--- src/rtl/opb_katadccontroller.sv ---
// OPB register block for two KATADC boards: reset/DCM control, 3-wire serial config, DCM phase shift.
// Optional DCM phase-shift control is built when KATADC_PHASE_SHIFT_EN is defined.
module opb_katadccontroller #(
  parameter logic [31:0] C_BASEADDR = 32'h0000_0000,
  parameter logic [31:0] C_HIGHADDR = 32'h0000_FFFF
) (
  input  logic        OPB_Clk,
  input  logic        OPB_Rst,
  input  logic [0:31] OPB_ABus,
  input  logic [0:31] OPB_DBus,
  input  logic [0:3]  OPB_BE,
  input  logic        OPB_RNW,
  input  logic        OPB_select,
  input  logic        OPB_seqAddr,
  output logic [0:31] Sl_DBus,
  output logic        Sl_xferAck,
  output logic        Sl_errAck,
  output logic        Sl_retry,
  output logic        Sl_toutSup,
  output logic        adc0_adc3wire_clk,
  output logic        adc0_adc3wire_data,
  output logic        adc0_adc3wire_strobe,
  output logic        adc0_adc_reset,
  output logic        adc0_dcm_reset,
  output logic        adc0_psclk,
  output logic        adc0_psen,
  output logic        adc0_psincdec,
  input  logic        adc0_psdone,
  input  logic        adc0_clk,
  output logic        adc1_adc3wire_clk,
  output logic        adc1_adc3wire_data,
  output logic        adc1_adc3wire_strobe,
  output logic        adc1_adc_reset,
  output logic        adc1_dcm_reset,
  output logic        adc1_psclk,
  output logic        adc1_psen,
  output logic        adc1_psincdec,
  input  logic        adc1_psdone,
  input  logic        adc1_clk
);

  // Numeric views of the big-endian OPB buses (bit 0 = LSB).
  logic [31:0] addr_w, wdata;
  logic [3:0]  be_w;
  logic [31:0] offset;
  logic        in_range, req, wr, rd;
  logic [1:0]  reg_sel;

  assign addr_w   = OPB_ABus;
  assign wdata    = OPB_DBus;
  assign be_w     = OPB_BE;
  assign offset   = addr_w - C_BASEADDR;
  // Addresses below the base wrap to large offsets and fall out of range.
  assign in_range = offset <= (C_HIGHADDR - C_BASEADDR);
  assign req      = OPB_select & in_range & ~Sl_xferAck;
  assign wr       = req & ~OPB_RNW;
  assign rd       = req & OPB_RNW;
  assign reg_sel  = offset[3:2];

  logic        ack_q;
  logic [31:0] dbus_q, dbus_d, rdata;
  logic [3:0]  ctrl_q, ctrl_d;

  // Serial channel state: tick counts 8 OPB cycles per bit over 32 bits.
  logic [1:0]  busy_q, busy_d;
  logic [7:0]  tick_q [2];
  logic [7:0]  tick_d [2];
  logic [31:0] shreg_q [2];
  logic [31:0] shreg_d [2];
  logic [1:0]  cfg_hit, cfg_start;
  logic [31:0] frame;

  logic [1:0]  ps_busy_q, ps_busy_d, psen_q, psen_d, psinc_q, psinc_d;
  logic [1:0]  psdone;

  assign psdone    = {adc1_psdone, adc0_psdone};
  assign frame     = {11'b0, 1'b1, wdata[11:8], wdata[31:16]};
  assign cfg_hit   = {reg_sel == 2'd2, reg_sel == 2'd1};
  assign cfg_start = {2{wr & wdata[0]}} & cfg_hit & ~busy_q;

  always_comb begin
    rdata = 32'h0;
    unique case (reg_sel)
      2'd0: rdata = {26'b0, ctrl_q[3:2], 2'b0, ctrl_q[1:0]};
      2'd1: rdata[0] = busy_q[0];
      2'd2: rdata[0] = busy_q[1];
      2'd3: begin
        rdata[0] = ps_busy_q[0];
        rdata[8] = ps_busy_q[1];
      end
    endcase
  end

  always_comb begin
    dbus_d = rd ? rdata : 32'h0;
    ctrl_d = ctrl_q;
    if (wr && reg_sel == 2'd0 && be_w[0]) begin
      ctrl_d = {wdata[5:4], wdata[1:0]};
    end
  end

  always_comb begin
    busy_d  = busy_q;
    tick_d  = tick_q;
    shreg_d = shreg_q;
    for (int ch = 0; ch < 2; ch++) begin
      if (busy_q[ch]) begin
        tick_d[ch] = tick_q[ch] + 8'd1;
        if (tick_q[ch] == 8'hFF) busy_d[ch] = 1'b0;
        // Shift on the serial clock's falling edge.
        if (tick_q[ch][2:0] == 3'h7) shreg_d[ch] = {shreg_q[ch][30:0], 1'b0};
      end else if (cfg_start[ch]) begin
        busy_d[ch]  = 1'b1;
        tick_d[ch]  = 8'h0;
        shreg_d[ch] = frame;
      end
    end
  end

`ifdef KATADC_PHASE_SHIFT_EN
  always_comb begin
    ps_busy_d = ps_busy_q;
    psen_d    = 2'b00;
    psinc_d   = psinc_q;
    for (int ch = 0; ch < 2; ch++) begin
      if (ps_busy_q[ch]) begin
        if (psdone[ch]) ps_busy_d[ch] = 1'b0;
      end else if (wr && reg_sel == 2'd3 && wdata[8*ch]) begin
        ps_busy_d[ch] = 1'b1;
        psen_d[ch]    = 1'b1;
        psinc_d[ch]   = wdata[8*ch+1];
      end
    end
  end
`else
  always_comb begin
    ps_busy_d = 2'b00;
    psen_d    = 2'b00;
    psinc_d   = 2'b00;
  end
`endif

  always_ff @(posedge OPB_Clk) begin
    if (OPB_Rst) begin
      ack_q     <= 1'b0;
      dbus_q    <= 32'h0;
      ctrl_q    <= 4'h0;
      busy_q    <= 2'b00;
      tick_q    <= '{default: 8'h0};
      shreg_q   <= '{default: 32'h0};
      ps_busy_q <= 2'b00;
      psen_q    <= 2'b00;
      psinc_q   <= 2'b00;
    end else begin
      ack_q     <= req;
      dbus_q    <= dbus_d;
      ctrl_q    <= ctrl_d;
      busy_q    <= busy_d;
      tick_q    <= tick_d;
      shreg_q   <= shreg_d;
      ps_busy_q <= ps_busy_d;
      psen_q    <= psen_d;
      psinc_q   <= psinc_d;
    end
  end

  assign Sl_xferAck = ack_q;
  assign Sl_DBus    = dbus_q;
  assign Sl_errAck  = 1'b0;
  assign Sl_retry   = 1'b0;
  assign Sl_toutSup = 1'b0;

  assign adc0_adc_reset = ctrl_q[0];
  assign adc1_adc_reset = ctrl_q[1];
  assign adc0_dcm_reset = ctrl_q[2];
  assign adc1_dcm_reset = ctrl_q[3];

  // Serial clock is low for ticks 0-3 and high for 4-7 of each bit.
  assign adc0_adc3wire_strobe = busy_q[0];
  assign adc0_adc3wire_clk    = busy_q[0] & tick_q[0][2];
  assign adc0_adc3wire_data   = busy_q[0] & shreg_q[0][31];
  assign adc1_adc3wire_strobe = busy_q[1];
  assign adc1_adc3wire_clk    = busy_q[1] & tick_q[1][2];
  assign adc1_adc3wire_data   = busy_q[1] & shreg_q[1][31];

  assign adc0_psclk    = OPB_Clk;
  assign adc1_psclk    = OPB_Clk;
  assign adc0_psen     = psen_q[0];
  assign adc1_psen     = psen_q[1];
  assign adc0_psincdec = psinc_q[0];
  assign adc1_psincdec = psinc_q[1];

  logic unused;
  assign unused = ^{offset, wdata, be_w, OPB_seqAddr, adc0_clk, adc1_clk, psdone};

endmodule

--- config.mk ---
export PLATFORM = sky130hd
export DESIGN_NAME = opb_katadccontroller
export DESIGN_NICKNAME = d
export VERILOG_FILES = /design/src/rtl/opb_katadccontroller.sv
export SDC_FILE = /design/constraint.sdc
export NUM_CORES = 1
export LEC_CHECK = 0
export ABC_AREA = 1
export ABC_CLOCK_PERIOD_IN_PS = 3100
export BUFFER_PORTS_ARGS = -buffer_cell sky130_fd_sc_hd__buf_2
export CORE_MARGIN = 1
export CORE_UTILIZATION = 50
export CTS_CLUSTER_SIZE = 25
export DETAILED_ROUTE_END_ITERATION = 7
export HOLD_SLACK_MARGIN = 0.15
export PLACE_DENSITY_LB_ADDON = 0.08
export REMOVE_ABC_BUFFERS = 1
export SLEW_MARGIN = 0
export SYNTH_ARGS = -nofsm -noshare
export SYNTH_HDL_FRONTEND = slang
export SYNTH_SLANG_ARGS = --single-unit
--- constraint.sdc ---
create_clock -name OPB_Clk -period 3.1 [get_ports OPB_Clk]
set_input_delay 0.62 -clock OPB_Clk [delete_from_list [all_inputs] [get_ports OPB_Clk]]
set_output_delay 0.62 -clock OPB_Clk [all_outputs]
set_load 0.05 [all_outputs]
==> results of run 1 <==
-- per-layer routing --
metal	up-vias	GRT usage, %	share of wire [%]
met5	-	0	0
met4	0	7.12	0.55
met3	4	4.04	3.0
met2	81	37.1	49
met1	1900	24.5	47
li1	2239	-	-
-- stage by stage --
stage	total power [mW]	setup TNS, ps	cells	utilization, %
finish	2.44	0	856	57.9
global route	2.53	0	856	57.9
CTS	2.48	0	856	57.9
detailed placement	1.49	0	836	54.8
global placement	1.49	0	836	54.8
floorplan	1.32	-3060	653	-
-- worst paths after layout --
kind | start | to | cells after the start
min | OPB_DBus[26] | ctrl_q[3]$_SDFFE_PP0P_ | 2
max | OPB_Clk | adc1_psclk | 3
max reg2reg | busy_q[1]$_SDFF_PP0_ | shreg_q[20]$_SDFFE_PP0P_ | 6
min reg2reg | ctrl_q[2]$_SDFFE_PP0P_ | Sl_DBus[27]$_SDFF_PP0_ | 2
-- cells in the mapped netlist, types with 2 or more instances --
cell type	instances	area share, %
sky130_fd_sc_hd__ha_1	4	1.1
sky130_fd_sc_hd__nand4_1	2	0.27
sky130_fd_sc_hd__nand3_1	87	9.3
sky130_fd_sc_hd__buf_6	2	0.48
sky130_fd_sc_hd__o21ai_0	45	4.8
sky130_fd_sc_hd__buf_2	9	0.96
sky130_fd_sc_hd__buf_1	2	0.16
sky130_fd_sc_hd__or2_1	2	0.27
sky130_fd_sc_hd__nor2_1	62	5.0
sky130_fd_sc_hd__nand2_1	136	11
sky130_fd_sc_hd__nand4_4	2	0.91
sky130_fd_sc_hd__buf_4	37	5.9
sky130_fd_sc_hd__o211ai_1	2	0.32
sky130_fd_sc_hd__o21ai_1	2	0.21
sky130_fd_sc_hd__o21a_1	3	0.48
sky130_fd_sc_hd__dfxtp_1	91	39
sky130_fd_sc_hd__a21oi_1	86	9.2
sky130_fd_sc_hd__inv_1	86	6.9
sky130_fd_sc_hd__clkbuf_1	30	2.4
-- cells by family (layout without fill, tap and decap cells) --
family	after synthesis	after routing	synth area share [%]
compound gates	140	140	15.3
flops	91	91	39.0
other cells	1	35	0.0803
buf+inv	168	183	17.0
fa+ha+maj	4	4	1.07
simple gates	295	295	27.5
-- cells in the final DEF, fill, tap and decap left out, types with 3 or more instances in the layout --
| cell type | synthesis | final |
|---|---|---|
| sky130_fd_sc_hd__dfxtp_1 | 91 | 91 |
| sky130_fd_sc_hd__buf_2 | 9 | 63 |
| sky130_fd_sc_hd__ha_1 | 4 | 4 |
| sky130_fd_sc_hd__buf_4 | 37 | 12 |
| sky130_fd_sc_hd__o21ai_0 | 45 | 45 |
| sky130_fd_sc_hd__inv_1 | 86 | 86 |
| sky130_fd_sc_hd__nand3_1 | 87 | 87 |
| sky130_fd_sc_hd__a21oi_1 | 86 | 86 |
| sky130_fd_sc_hd__nor2_1 | 62 | 62 |
| sky130_fd_sc_hd__clkbuf_8 | 0 | 16 |
| sky130_fd_sc_hd__o21a_1 | 3 | 3 |
| sky130_fd_sc_hd__nand2_1 | 136 | 136 |
| sky130_fd_sc_hd__conb_1 | 1 | 35 |
-- layout make-up --
class / instances / area (sq um) / share of cell area (%)
repair buffers: 73 / 395 / 7.69
clock inverters: 3 / 45.0 / 0.876
multi-input cells: 474 / 2180 / 42.4
inverters: 88 / 330 / 6.42
flip-flops and latches: 91 / 1820 / 35.4
clock buffers: 19 / 234 / 4.55
well taps: 108 / 135 / 2.63
-- power by group through the flow --
stage / clock network [mW] / logic [mW] / registers [mW]
4_1_cts: 1.14 / 0.174 / 1.17
3_3_place_gp: 0.123 / 0.172 / 1.20
2_1_floorplan: 0 / 0.122 / 1.20
6_report: 1.10 / 0.174 / 1.17
3_5_place_dp: 0.123 / 0.173 / 1.20
5_1_grt: 1.17 / 0.188 / 1.17
-- flip-flops by register name, indices dropped and copies added, names as in the netlist --
| signal | count |
|---|---|
| tick_q | 16 |
| shreg_q | 64 |
| Sl_xferAck | 1 |
| busy_q | 2 |
| Sl_DBus | 4 |
| ctrl_q | 4 |
-- critical path: stages --
cell and delay [ps]:
sky130_fd_sc_hd__clkbuf_8 110, sky130_fd_sc_hd__clkbuf_8 120, sky130_fd_sc_hd__buf_2 200
==> flow_summary.ini, run 1 <==
[outcome]
run_status = complete, no violations

[grt]
globalRouteTotalUtil_pct = 20.6
grt_pass1_vias = 3938
antenna_found_initial = 0
first_pass_grt_wire_length_um = 16500
grt_remaining_overflow = 0
maximum_number_of_pins_on_one_net_before_global_route_repair = 53

[floorplan]
start_util_pct = 52.5
floorplan.io_pins = 129
die_width_um = 98.7
dieArea_sq_um = 9730
rows = 34
die_height_um = 98.7
fp.coreArea_sq_um = 8890

[timing]
holdWs_ps = 372
fin_worst_skew_ps = 4.68
unrepaired_setup_endpoints_after_global_routing = no
timing.slew.headroom_pct = 50.2
max_slew_violation_total_from_the_final_report = 0
timing.final.setup_violations = 0
postLayoutSetupSlackWorst_ps = 498
hold_viol = 0
tightest_slew_ps = 746

[final_layout]
syn_to_final_growth_pct = 10.1
antenna_cells_inserted = 0
nNetsFinal = 824
drive_above_1_share_pct = 13.5
n_fill_cell = 899
finalInstanceArea_sq_um = 5140

[pwr]
power.clock.fraction_pct = 45.1
seq_power_share_pct = 47.8
internal_power_mw = 1.77
power.switching_fraction_pct = 27.7
p_comb_share_pct = 7.1
total_switching_power_mw = 0.676
power.static_leakage_nw = 2.36
power_density_nw_per_um2 = 475
peakVddDrop_v = 0.000509

[placed_design]
postPlaceCellArea_sq_um = 4870
dpl_worst_slack_ps = 742
port-buffer-count = 63
detailedPlacementHpwl_um = 6370
gp_congestion = 0.721

[clock_tree]
clock_insertion_delay_worst_skew_ps = 450
post_cts_hold_buffer_count = 0
clkSlewWorstSetupHoldPaths_ps = 80
cts_tree = built
cells_resized_by_post_cts_repair = 0
post-cts-setup-buffers = 0

[critical_path]
critPathArrivalTime_ps = 1980
timing.critical_path.from_type = clock port
crit_path_end_kind = output pin
path_max_fanout = 2
criticalPathCategory = clk -> out
worst_ep_required_time_ps = 2480
flop2flop_setup_slack_ps = 1040

[yosys]
synth_cell_types = 28
number_of_warnings_printed_during_yosys_synthesis = 0
post_synth_edffs = 0
synth-async-reset-ratio_pct = 0
synth_area_per_cell_sq_um = 6.68
synth_sequential_area_ratio_pct = 39.0
ys_seq_elements = 91
synth.cell_area_sq_um = 4670
synth-main-ff-cell = sky130_fd_sc_hd__dfxtp_1
netlist_instances = 699

[routing]
drt-total-wl_um = 9660
detail_route.iter0.violations = 185
via_count = 4224
wire_per_inst_um = 11.3
drcViolationCount = 0
firstDrtPassIters = 5
antenna_left = 0
via_per_inst = 4.93

[job]
maxCapViolCount = 0

[min_path]
hold_class = in -> reg
Note: power is estimated with default switching activity, not from simulation.
==> inputs of run 2 (changes only) <==
Settings changed: ABC_CLOCK_PERIOD_IN_PS 3100 to 2300, CORE_UTILIZATION 50 to 48.
Clock period 3.1 ns to 2.3 ns, I/O delays scaled along.
==> run 2 against run 1 <==
Global-route usage decreased by 0.77 points. Core utilization down 2.3 points. Cell count up 2.6%. Via count about the same. Critical endpoint is now adc0_psclk.
==> flow_summary.ini, run 2 (same netlist as run 1, synthesis figures left out) <==
[job]
maxCapViolCount = 0

[critical_path]
worst_ep_required_time_ps = 1840
crit_path_end_kind = output pin
critPathArrivalTime_ps = 1580
timing.critical_path.from_type = clock port
criticalPathCategory = clk -> out
path_max_fanout = 2

[timing]
timing.fmax_mhz = 491
timing.slew.headroom_pct = 65.8
fin_worst_skew_ps = 12.7
hold_viol = 0
final.min_clock_period_ps = 2040
timing.final.setup_violations = 0
max_slew_violation_total_from_the_final_report = 0
unrepaired_setup_endpoints_after_global_routing = no
postLayoutSetupSlackWorst_ps = 262
min_period_over_period_pct = 88.6
tightest_slew_ps = 513

[routing]
firstDrtPassIters = 4
wire_per_inst_um = 10.9
via_per_inst = 4.81
detail_route.iter0.violations = 218
via_count = 4223
drcViolationCount = 0
antenna_left = 0
drt-total-wl_um = 9600

[pwr]
power.static_leakage_nw = 2.37
total_power_mw = 3.23
power_density_nw_per_um2 = 623
peakVddDrop_v = 0.000705

[final_layout]
syn_to_final_growth_pct = 11.0
stdcell_count = 878
largest_reg_flops = 64
reg.largest.list = shreg_q: 64 flops, tick_q: 16 flops
antenna_cells_inserted = 0
final_cell_mix = sky130_fd_sc_hd__nand2_1, sky130_fd_sc_hd__dfxtp_1, sky130_fd_sc_hd__nand3_1, sky130_fd_sc_hd__inv_1, sky130_fd_sc_hd__a21oi_1
drive_above_1_share_pct = 13.5
commonest_non_fill_non_tap_cell_in_the_layout = sky130_fd_sc_hd__nand2_1
largest-register = shreg_q
nNetsFinal = 825

[min_path]
hold_class = in -> reg

[grt]
antenna_found_initial = 0
globalRouteTotalUtil_pct = 19.8
grt_pass1_vias = 3719
first_pass_grt_wire_length_um = 16200
grt_remaining_overflow = 0
maximum_number_of_pins_on_one_net_before_global_route_repair = 53

[clock_tree]
clock_insertion_delay_worst_skew_ps = 460
clkSlewWorstSetupHoldPaths_ps = 90
cells_resized_by_post_cts_repair = 0
post_cts_hold_buffer_count = 0
cts_tree = built
post-cts-setup-buffers = 0

[placed_design]
port-buffer-count = 63
detailedPlacementHpwl_um = 6280
gp_congestion = 0.721
placed_cells_incl_taps = 858
dpl_worst_slack_ps = 274

[floorplan]
die_height_um = 101
rows = 35
die_width_um = 101
dieArea_sq_um = 10100
floorplan.io_pins = 129
fp.coreArea_sq_um = 9330
start_util_pct = 50.1

[outcome]
run_status = complete, no violations
## run 2: changes by cell type in the layout (fill, tap and decap cells not counted)
cell / before / now
sky130_fd_sc_hd__buf_12: 0 / 2
sky130_fd_sc_hd__buf_4: 12 / 11
sky130_fd_sc_hd__clkbuf_1: 1 / 2
sky130_fd_sc_hd__clkbuf_8: 16 / 14
sky130_fd_sc_hd__clkinv_2: 0 / 1
## run 2: area by class of cell
class / count / area, sq um
Clock inverter: 4 / 50.0
Timing Repair Buffer: 74 / 428
Clock buffer: 18 / 210
Multi-Input combinational cell: 474 / 2180
Sequential cell: 91 / 1820
Fill cell: 947 / 4140
Inverter: 88 / 330
Tap cell: 129 / 161
## run 2: power by group
part	switching, mW	internal (mW)	total [mW]	leakage [nW]
Clock	0.717	0.703	1.42	0.129
Combinational	0.191	0.0451	0.236	1.51
Sequential	0.000000606	1.57	1.57	0.732
## run 2: path summary, 6_finish.rpt
kind / from / to / slack (ps) / cells past startpoint
max reg2reg: tick_q[8]$_SDFFE_PP0P_ / shreg_q[52]$_SDFFE_PP0P_ / 520 / 7
max: OPB_Clk / adc0_psclk / 260 / 3
min: OPB_DBus[30] / ctrl_q[1]$_SDFFE_PP0P_ / 210 / 2
min reg2reg: ctrl_q[2]$_SDFFE_PP0P_ / Sl_DBus[27]$_SDFF_PP0_ / 460 / 2
## run 2: routing by layer
| metal | GRT usage, % | vias to the layer above | routed length [um] |
|---|---|---|---|
| li1 | - | 2238 | - |
| met3 | 3.68 | 12 | 291 |
| met4 | 6.58 | 0 | 106 |
| met1 | 25.2 | 1907 | 4680 |
| met2 | 33.8 | 66 | 4520 |
| met5 | 0 | - | 0 |
## run 2: worst max-delay path, cell delays in order
cell                       delay (ps)
sky130_fd_sc_hd__clkbuf_8         110
sky130_fd_sc_hd__clkbuf_8         120
sky130_fd_sc_hd__buf_2            200
## run 2: per-stage QoR
| step | TNS, ps | hold slack [ps] | cell area [sq um] | utilization [%] |
|---|---|---|---|---|
| 2_1_floorplan | -49340 | 436 | 4330 | - |
| 3_3_place_gp | 0 | 443 | 4930 | 52.9 |
| 3_5_place_dp | 0 | 443 | 4930 | 52.9 |
| 4_1_cts | 0 | 195 | 5180 | 55.6 |
| 5_1_grt | 0 | 195 | 5180 | 55.6 |
| 6_report | 0 | 207 | 5180 | 55.6 |
==> inputs of run 3 (changes only) <==
Settings changed: CORE_MARGIN 1 to 4.
==> run 3 against run 2 <==
Clock skew is 4.2 ps lower. Sequential share of layout area rose by 0.11 points. Die area increased by 12%. Wire length is 5.1% higher. Design area fell by 0.31%. Fmax decreased by 0.10%. Count of clock-buffer cells in the layout shrank 1. Worst hold slack lost 3.0 ps. Core utilization fell by 0.43 points. Register-to-register slack about the same.
==> flow_summary.ini, run 3 (same netlist as run 1, synthesis figures left out) <==
[outcome]
run_status = complete, no violations

[critical_path]
criticalPathCategory = clk -> out
crit_path_cell_trace = clkbuf_8 > clkbuf_8 > buf_2
critical-path-top-cell-by-count = sky130_fd_sc_hd__clkbuf_8
flop2flop_setup_slack_ps = 530
critPathArrivalTime_ps = 1580
timing.reg2reg.worst_path_depth = 6
timing.critical_path.from_type = clock port
regToRegEndpoint = shreg_q[20]$_SDFFE_PP0P_
worst_ep_required_time_ps = 1840
cp-startpoint = OPB_Clk
crit_path_end_kind = output pin
critical-path-slowest-cell = sky130_fd_sc_hd__buf_2
worst_setup_path_endpoint = adc0_psclk
path_max_fanout = 2
cpPeakStageDelay_ps = 200
r2r_start = busy_q[1]$_SDFF_PP0_

[placed_design]
postPlaceCellArea_sq_um = 4910
detailedPlacementHpwl_um = 6880
gp_congestion = 0.736
placed_cells_incl_taps = 858
port-buffer-count = 63

[routing]
via_count = 4267
drt-total-wl_um = 10100
via_per_inst = 4.86
drcViolationCount = 0
antenna_left = 0
detail_route.iter0.violations = 252
wire_per_inst_um = 11.5
firstDrtPassIters = 4

[final_layout]
n_fill_cell = 940
commonest_non_fill_non_tap_cell_in_the_layout = sky130_fd_sc_hd__nand2_1
largest_reg_flops = 64
area.sequential_sq_um = 1820
nNetsFinal = 825
drive_above_1_share_pct = 13.6
finalInstanceArea_sq_um = 5170
antenna_cells_inserted = 0
reg.largest.list = shreg_q: 64 flops, tick_q: 16 flops
syn_to_final_growth_pct = 10.6
largest-register = shreg_q
final_cell_mix = sky130_fd_sc_hd__nand2_1, sky130_fd_sc_hd__dfxtp_1, sky130_fd_sc_hd__nand3_1, sky130_fd_sc_hd__inv_1, sky130_fd_sc_hd__a21oi_1
total_area_of_multi_input_combinational_cells_sq_um = 2180
stdcell_count = 878

[floorplan]
dieArea_sq_um = 11400
fp.coreArea_sq_um = 9370
floorplan.io_pins = 129
start_util_pct = 49.9
die_height_um = 107
rows = 35
die_width_um = 107

[grt]
first_pass_grt_wire_length_um = 17600
grt_pass1_vias = 3949
antenna_found_initial = 0
globalRouteTotalUtil_pct = 18.7
grt_remaining_overflow = 0
maximum_number_of_pins_on_one_net_before_global_route_repair = 53

[timing]
timing.fmax_mhz = 490
hold_viol = 0
timing.final.setup_violations = 0
timing.slew.headroom_pct = 65.1
min_period_over_period_pct = 88.8
final.min_clock_period_ps = 2040
unrepaired_setup_endpoints_after_global_routing = no
max_slew_violation_total_from_the_final_report = 0
fin_worst_skew_ps = 8.58
tightest_slew_ps = 524

[clock_tree]
cells_resized_by_post_cts_repair = 0
post_cts_hold_buffer_count = 0
clock_insertion_delay_worst_skew_ps = 460
clkSlewWorstSetupHoldPaths_ps = 90
cts_tree = built
post-cts-setup-buffers = 0

[pwr]
peakVddDrop_v = 0.000748
power.static_leakage_nw = 2.36
power_density_nw_per_um2 = 630

[job]
maxCapViolCount = 0

[min_path]
hold_class = in -> reg
## run 3: cell count changes in the layout (fill, tap and decap cells not counted), sizes merged
cell	before	now
clkinv	2	3
clkbuf	16	15
## run 3: report_power, final
group	switching, mW	internal (mW)
clock network	0.737	0.708
logic	0.191	0.0440
registers	0.000000553	1.57
## run 3: final cells by class
type	count	area share, %
Timing Repair Buffer	74	7.80
Tap cell	129	3.12
Sequential cell	91	35.3
Clock buffer	17	4.00
Clock inverter	5	1.21
Multi-Input combinational cell	474	42.2
Inverter	88	6.39
## run 3: worst max-delay path, delay by kind of cell
family,cells,cell delay [ps]
buffers and inverters,3,430
## run 3: worst min path at each step
stage                              from                       end  slack, ps  depth (start not counted)
2_1_floorplan  shreg_q[20]$_SDFFE_PP0P_  shreg_q[21]$_SDFFE_PP0P_        440                          2
3_3_place_gp     ctrl_q[1]$_SDFFE_PP0P_    Sl_DBus[30]$_SDFF_PP0_        440                          2
3_5_place_dp     ctrl_q[1]$_SDFFE_PP0P_    Sl_DBus[30]$_SDFF_PP0_        450                          2
4_1_cts                    OPB_DBus[27]    ctrl_q[2]$_SDFFE_PP0P_        190                          2
5_1_grt                    OPB_DBus[27]    ctrl_q[2]$_SDFFE_PP0P_        190                          2
6_report                   OPB_DBus[27]    ctrl_q[2]$_SDFFE_PP0P_        200                          2
## run 3: routing by layer
metal / vias up / GRT usage [%] / wire [um]
li1: 2251 / - / -
met4: 0 / 7.49 / 93
met1: 1906 / 23.4 / 4690
met5: - / 0 / 0
met2: 101 / 32.1 / 4790
met3: 9 / 3.01 / 514
## run 3: metrics by stage
step	setup WS, ps	TNS, ps	hold slack, ps	util (%)	power (mW)
2_1_floorplan	-1010	-49340	436	-	1.78
3_3_place_gp	309	0	442	52.4	2.01
3_5_place_dp	244	0	452	52.4	2.01
4_1_cts	249	0	191	55.1	3.30
5_1_grt	142	0	195	55.1	3.40
6_report	257	0	204	55.1	3.25
